**config.mk**
```make
export PLATFORM = sky130hd
export DESIGN_NAME = mem_lsu
export DESIGN_NICKNAME = d
export VERILOG_FILES = /design/src/rtl/mem_lsu.sv
export SDC_FILE = /design/constraint.sdc
export NUM_CORES = 1
export LEC_CHECK = 0
export ABC_AREA = 1
export BUFFER_PORTS_ARGS = -buffer_cell sky130_fd_sc_hd__buf_4
export CORE_ASPECT_RATIO = 0.6
export CORE_MARGIN = 5
export CORE_UTILIZATION = 40
export DETAILED_ROUTE_END_ITERATION = 12
export PLACE_DENSITY = 0.72
export SKIP_CTS_REPAIR_TIMING = 1
export SYNTH_ARGS = -nofsm -noshare
export SYNTH_HDL_FRONTEND = slang
export SYNTH_SLANG_ARGS = --single-unit
```
**constraint.sdc**
```tcl
create_clock -name clk -period 3.09 [get_ports clk]
set_input_delay 0.309 -clock clk [delete_from_list [all_inputs] [get_ports clk]]
set_output_delay 0.309 -clock clk [all_outputs]
set_load 0.05 [all_outputs]
```
**src/rtl/mem_lsu.sv**
```systemverilog
// Memory-access stage: single-outstanding data-bus handshake plus registered write-back triple.
// Optional misaligned-access rejection is enabled by defining MEM_MISALIGN_CHECK_EN.
module mem_lsu #(
    parameter int REQ_TIMEOUT = 255
) (
    input  logic        clk,
    input  logic        rst,
    input  logic        valid_i,
    input  logic [4:0]  wd_i,
    input  logic        wreg_i,
    input  logic [31:0] wdata_i,
    input  logic [3:0]  memop_i,
    input  logic [31:0] maddr_i,
    input  logic [31:0] mdata_i,
    output logic        stall_o,
    output logic        dbus_req_o,
    output logic        dbus_we_o,
    output logic [31:0] dbus_addr_o,
    output logic [31:0] dbus_wdata_o,
    output logic [3:0]  dbus_be_o,
    input  logic        dbus_ack_i,
    input  logic [31:0] dbus_rdata_i,
    output logic        valid_o,
    output logic [4:0]  wd_o,
    output logic        wreg_o,
    output logic [31:0] wdata_o,
    output logic        bus_err_o,
    output logic        misalign_o,
    output logic        state_dbg
);
    // Handshake: dbus_req_o stays high with stable dbus_* until the cycle dbus_ack_i is seen
    // (read data sampled in that same cycle), or until timeout/reset.
    localparam logic [3:0] OP_LB = 4'b0001, OP_LH = 4'b0010, OP_LW = 4'b0011,
                           OP_LBU = 4'b0100, OP_LHU = 4'b0101,
                           OP_SB = 4'b1000, OP_SH = 4'b1001, OP_SW = 4'b1010;
    localparam int CW = (REQ_TIMEOUT < 2) ? 1 : $clog2(REQ_TIMEOUT);
    localparam logic [CW-1:0] CNT_LAST = CW'(REQ_TIMEOUT - 1);

    typedef enum logic {S_IDLE = 1'b0, S_BUSY = 1'b1} state_t;
    state_t state, state_nx;

    logic [CW-1:0] cnt;
    logic [3:0]    op_q;
    logic [1:0]    a_q;
    logic [4:0]    wd_q;
    logic          wreg_q;
    logic          is_mem, is_store, mis_in, accept, acked, timeout;
    logic [3:0]    be_nx;
    logic [31:0]   st_data, ld_data;
    logic [7:0]    ld_byte;
    logic [15:0]   ld_half;

    always_comb begin
        is_mem   = 1'b0;
        is_store = 1'b0;
        case (memop_i)
            OP_LB, OP_LH, OP_LW, OP_LBU, OP_LHU: is_mem = 1'b1;
            OP_SB, OP_SH, OP_SW: begin
                is_mem   = 1'b1;
                is_store = 1'b1;
            end
            default: ;
        endcase
    end

`ifdef MEM_MISALIGN_CHECK_EN
    always_comb begin
        mis_in = 1'b0;
        case (memop_i)
            OP_LH, OP_LHU, OP_SH: mis_in = maddr_i[0];
            OP_LW, OP_SW:         mis_in = |maddr_i[1:0];
            default: ;
        endcase
    end
`else
    assign mis_in = 1'b0;
`endif

    assign accept  = (state == S_IDLE) && valid_i && is_mem && !mis_in;
    assign acked   = (state == S_BUSY) && dbus_ack_i;
    assign timeout = (state == S_BUSY) && !dbus_ack_i && (REQ_TIMEOUT != 0) && (cnt == CNT_LAST);

    always_ff @(posedge clk) begin
        if (rst) state <= S_IDLE;
        else     state <= state_nx;
    end

    always_comb begin
        state_nx = state;
        case (state)
            S_IDLE: if (accept) state_nx = S_BUSY;
            S_BUSY: if (acked || timeout) state_nx = S_IDLE;
            default: state_nx = S_IDLE;
        endcase
    end

    always_comb begin
        stall_o   = accept || ((state == S_BUSY) && !dbus_ack_i);
        state_dbg = state;
    end

    // Store lane steering for the op being accepted; loads enable all four lanes.
    always_comb begin
        be_nx   = 4'b1111;
        st_data = mdata_i;
        case (memop_i)
            OP_SB: begin
                be_nx   = 4'b0001 << maddr_i[1:0];
                st_data = {4{mdata_i[7:0]}};
            end
            OP_SH: begin
                be_nx   = maddr_i[1] ? 4'b1100 : 4'b0011;
                st_data = {2{mdata_i[15:0]}};
            end
            default: ;
        endcase
    end

    always_comb begin
        case (a_q)
            2'd0:    ld_byte = dbus_rdata_i[7:0];
            2'd1:    ld_byte = dbus_rdata_i[15:8];
            2'd2:    ld_byte = dbus_rdata_i[23:16];
            default: ld_byte = dbus_rdata_i[31:24];
        endcase
        ld_half = a_q[1] ? dbus_rdata_i[31:16] : dbus_rdata_i[15:0];
        case (op_q)
            OP_LB:   ld_data = {{24{ld_byte[7]}}, ld_byte};
            OP_LBU:  ld_data = {24'b0, ld_byte};
            OP_LH:   ld_data = {{16{ld_half[15]}}, ld_half};
            OP_LHU:  ld_data = {16'b0, ld_half};
            default: ld_data = dbus_rdata_i;
        endcase
    end

    always_ff @(posedge clk) begin
        if (rst) begin
            dbus_req_o <= 1'b0; dbus_we_o <= 1'b0; dbus_addr_o <= '0;
            dbus_wdata_o <= '0; dbus_be_o <= '0;
            valid_o <= 1'b0; wd_o <= '0; wreg_o <= 1'b0; wdata_o <= '0;
            bus_err_o <= 1'b0; misalign_o <= 1'b0;
            cnt <= '0; op_q <= '0; a_q <= '0; wd_q <= '0; wreg_q <= 1'b0;
        end else begin
            bus_err_o  <= 1'b0;
            misalign_o <= 1'b0;
            if (state == S_IDLE) begin
                if (accept) begin
                    op_q <= memop_i; a_q <= maddr_i[1:0]; wd_q <= wd_i; wreg_q <= wreg_i;
                    dbus_req_o   <= 1'b1;
                    dbus_we_o    <= is_store;
                    dbus_addr_o  <= {maddr_i[31:2], 2'b00};
                    dbus_wdata_o <= st_data;
                    dbus_be_o    <= be_nx;
                    cnt          <= '0;
                    valid_o      <= 1'b0;
                    wreg_o       <= 1'b0;
                end else if (valid_i && is_mem) begin
                    valid_o    <= 1'b1;
                    wd_o       <= wd_i;
                    wreg_o     <= 1'b0;
                    wdata_o    <= wdata_i;
                    misalign_o <= 1'b1;
                end else if (valid_i) begin
                    valid_o <= 1'b1;
                    wd_o    <= wd_i;
                    wreg_o  <= wreg_i;
                    wdata_o <= wdata_i;
                end else begin
                    valid_o <= 1'b0;
                    wreg_o  <= 1'b0;
                end
            end else if (acked) begin
                dbus_req_o <= 1'b0;
                valid_o    <= 1'b1;
                wd_o       <= wd_q;
                wreg_o     <= dbus_we_o ? 1'b0 : wreg_q;
                wdata_o    <= dbus_we_o ? 32'b0 : ld_data;
            end else if (timeout) begin
                dbus_req_o <= 1'b0;
                bus_err_o  <= 1'b1;
                valid_o    <= 1'b1;
                wd_o       <= wd_q;
                wreg_o     <= 1'b0;
                wdata_o    <= '0;
            end else begin
                cnt     <= cnt + 1'b1;
                valid_o <= 1'b0;
            end
        end
    end
endmodule
```
==> impl_metrics.toml <==
[worst_setup_path]
timing_worst_setup_path_type = "flop to output port"
crit_start_category = "flop"
worst_r2r_startpoint = "op_q[1]"
cp_cell_sequence = "nor2_1, nand3_2, buf_4, nand2_1, buf_4"
worst-endpoint-required_ps = 2780
critical-path-top-cell-by-count = "buf_4"
cp_slowest_stage_delay_ps = 610
timing.critical_path.buf_inv = 2
cp_slowest_cell = "buf_4"
cp.arrival_ps = 2020
timing.critical_path.max_delay_family = "buffers and inverters"
reg2reg_to = "wdata_o[30]"
ff2ff_path_depth = 9
critical_path_peak_fanout = 78
reg2reg_slack_ps = 1000
critical_path.endpoint_type = "output port"

[timing]
timing.final.max_slew_violations = 0
post_layout_min_period_ps = 2330
max_slew.worst_pin.slew_ps = 819
timing.fmax_mhz = 429
setup_viol = 0
slew_limit_headroom = 0.454
finalWorstSetupSlack_ps = 759
setup_total_negative_slack_ps = 0
report.final.hold_viol_count = 0
timing.clock.skew_ps = 11.4
min_period_over_period = 0.754
rsz0062_at_grt = "false"

[pwr]
power-per-cell-area_nw_per_um2 = 589
power.static_leakage_nw = 4.21
power.ir.vdd_worst_uv = 312

[logic_synthesis]
synthesis.yosys.warnings = 0
ys_types = 32
yosys.area.top_type_share = 0.402
synth_commonest_cells = "263 x nand2_1, 135 x a21oi_1, 130 x dfxtp_1"
postSynthAreaPerCell_um2 = 6.52
synthDominantAreaCellType = "dfxtp_1"
ys_top_cells_by_area = "dfxtp_1 40%, nand2_1 15%, a21oi_1 10%"
most_frequent_cell_after_synthesis = "nand2_1"
post_synth_inst_count = 993
postSynth.asyncResetShare = 0
synth_area_um2 = 6470
synthFlopType = "dfxtp_1"
synth-edff-count = 0
sequential_cell_area_fraction_in_the_yosys_report = 0.402
synth.ff_latch_count = 130

[detailed_routing]
number_of_antenna_violating_nets_in_the_routed_design = 0
drt_wl_total_um = 22600
viasPerCell = 4.98
per_cell_routed_wire_length_um = 15.7
drt_iter0_drc = 733
drt-pass1-iter-count = 7
detailroute.via_count = 7158
post-route-drc-count = 0

[place]
dp_worst_setup_slack_ps = 1020
detailed_place.area_um2 = 8390
placement.io_buffers = 252
placed_wire_length_estimate_after_detailed_placement_um = 16200
post-place-cells = 1405
finalWeightedCongestion = 0.932

[floorplan]
fp.coreArea_um2 = 16000
io_pins = 255
initial_utilization = 0.404
chipHeight_um = 109
placementRows = 36
dieArea_um2 = 18900
die_w_um = 174

[final_layout]
area.growth.synth_to_final_pct = 38.5
finalNonFillerCells = 1437
final_layout_size_suffix_gt1_frac = 0.256
final_cell_area_um2 = 8960
finish.net_count = 1359
insertedDiodeCount = 0

[hold_path]
holdPathStages = 3
holdCritPathClass = "input port to flop"
worstHoldStart = "maddr_i[11]"
whs_endpoint = "dbus_addr_o[11]"

[clock_tree]
cts_sinks = 130
numCtsBuffers = 17
root_buffer = "clkbuf_16"
clk_pin_slew_ps = 60
clk_latency_ps = 410
cts.path.max_buffers = 2
tritoncts = "built"
h-tree-depth = 4

[grt]
number_of_global_route_vias_before_repair = 6434
grt_overflow = 0
maximum_number_of_pins_on_one_net_before_global_route_repair = 79
grt_antenna_before_repair = 0
grt_use_total = 0.228
first_pass_grt_wire_length_um = 34700

[run]
drv.max_cap_violation_count = 0

[status]
outcome = "finished clean"
[through the flow]
step | hold WS (ps) | util | power, mW
after global routing | 143 | 0.559 | 5.50
after CTS | 141 | 0.559 | 5.30
after detailed placement | 446 | 0.523 | 3.32
final | 154 | 0.559 | 5.28
after floorplan | 425 | - | 2.85
after global placement | 442 | 0.523 | 3.32
[registers in the layout, indices dropped and copies added, names as in the netlist]
register	flops
wdata_o	32
wreg_q	1
a_q	2
dbus_wdata_o	32
dbus_addr_o	30
wreg_o	1
wd_q	5
dbus_we_o	1
dbus_be_o	4
cnt	8
op_q	4
state_dbg	1
dbus_req_o	1
misalign_o	1
bus_err_o	1
valid_o	1
wd_o	5
[per-layer routing]
metal | vias to the layer above | part of all wire | GRT usage
li1 | 3630 | - | -
met1 | 3211 | 0.49 | 0.342
met2 | 301 | 0.40 | 0.314
met3 | 16 | 0.11 | 0.0762
met4 | 0 | 0.010 | 0.0474
met5 | - | 0 | 0
[power breakdown]
group	switching, mW	leakage (nW)	internal (mW)
Clock	0.844	0.265	1.13
Combinational	0.962	2.88	0.447
Sequential	0.0813	1.07	1.81
[tightest hold or removal path, stage by stage]
cell and delay (ps):
buf_4 70, nand2_1 40, a21oi_1 100
[worst max-delay path by stage]
| stage | depth (start not counted) | endpoint | slack, ps | startpoint |
|---|---|---|---|---|
| floorplan | 5 | stall_o | 1110 | state_dbg |
| detailed placement | 8 | cnt[1] | 1020 | memop_i[0] |
| CTS | 5 | stall_o | 780 | state_dbg |
| finish | 5 | stall_o | 760 | state_dbg |
| global placement | 8 | cnt[0] | 1070 | memop_i[0] |
| global route | 5 | stall_o | 630 | state_dbg |
[layout make-up]
class	instances	area, µm²
tap	209	262
clock buffer	18	429
fill	1596	7070
sequential	130	2600
inverter	89	334
timing repair buffer	262	1980
clock inverter	14	143
multi-input combinational	715	3210
[cell usage in the layout, fill, tap and decap left out, types with 6 or more instances in the layout]
cell type | Yosys | final
o21ai_0 | 71 | 71
inv_6 | 0 | 6
a31oi_1 | 14 | 14
nor2_1 | 128 | 128
buf_4 | 13 | 261
nand2_1 | 263 | 263
nand3_1 | 56 | 56
inv_1 | 85 | 85
clkbuf_16 | 0 | 17
a21oi_1 | 135 | 135
dfxtp_1 | 130 | 129
o21ai_1 | 15 | 15
[cell families after synthesis]
group / after synthesis / share of synthesized area
flops: 130 / 0.402
compound gates: 242 / 0.193
other cells: 1 / 0.000579
xor+xnor: 5 / 0.00677
simple gates: 463 / 0.291
fa+ha+maj: 2 / 0.00387
buf+inv: 150 / 0.103
No activity file was read; power rests on OpenSTA's default activity.
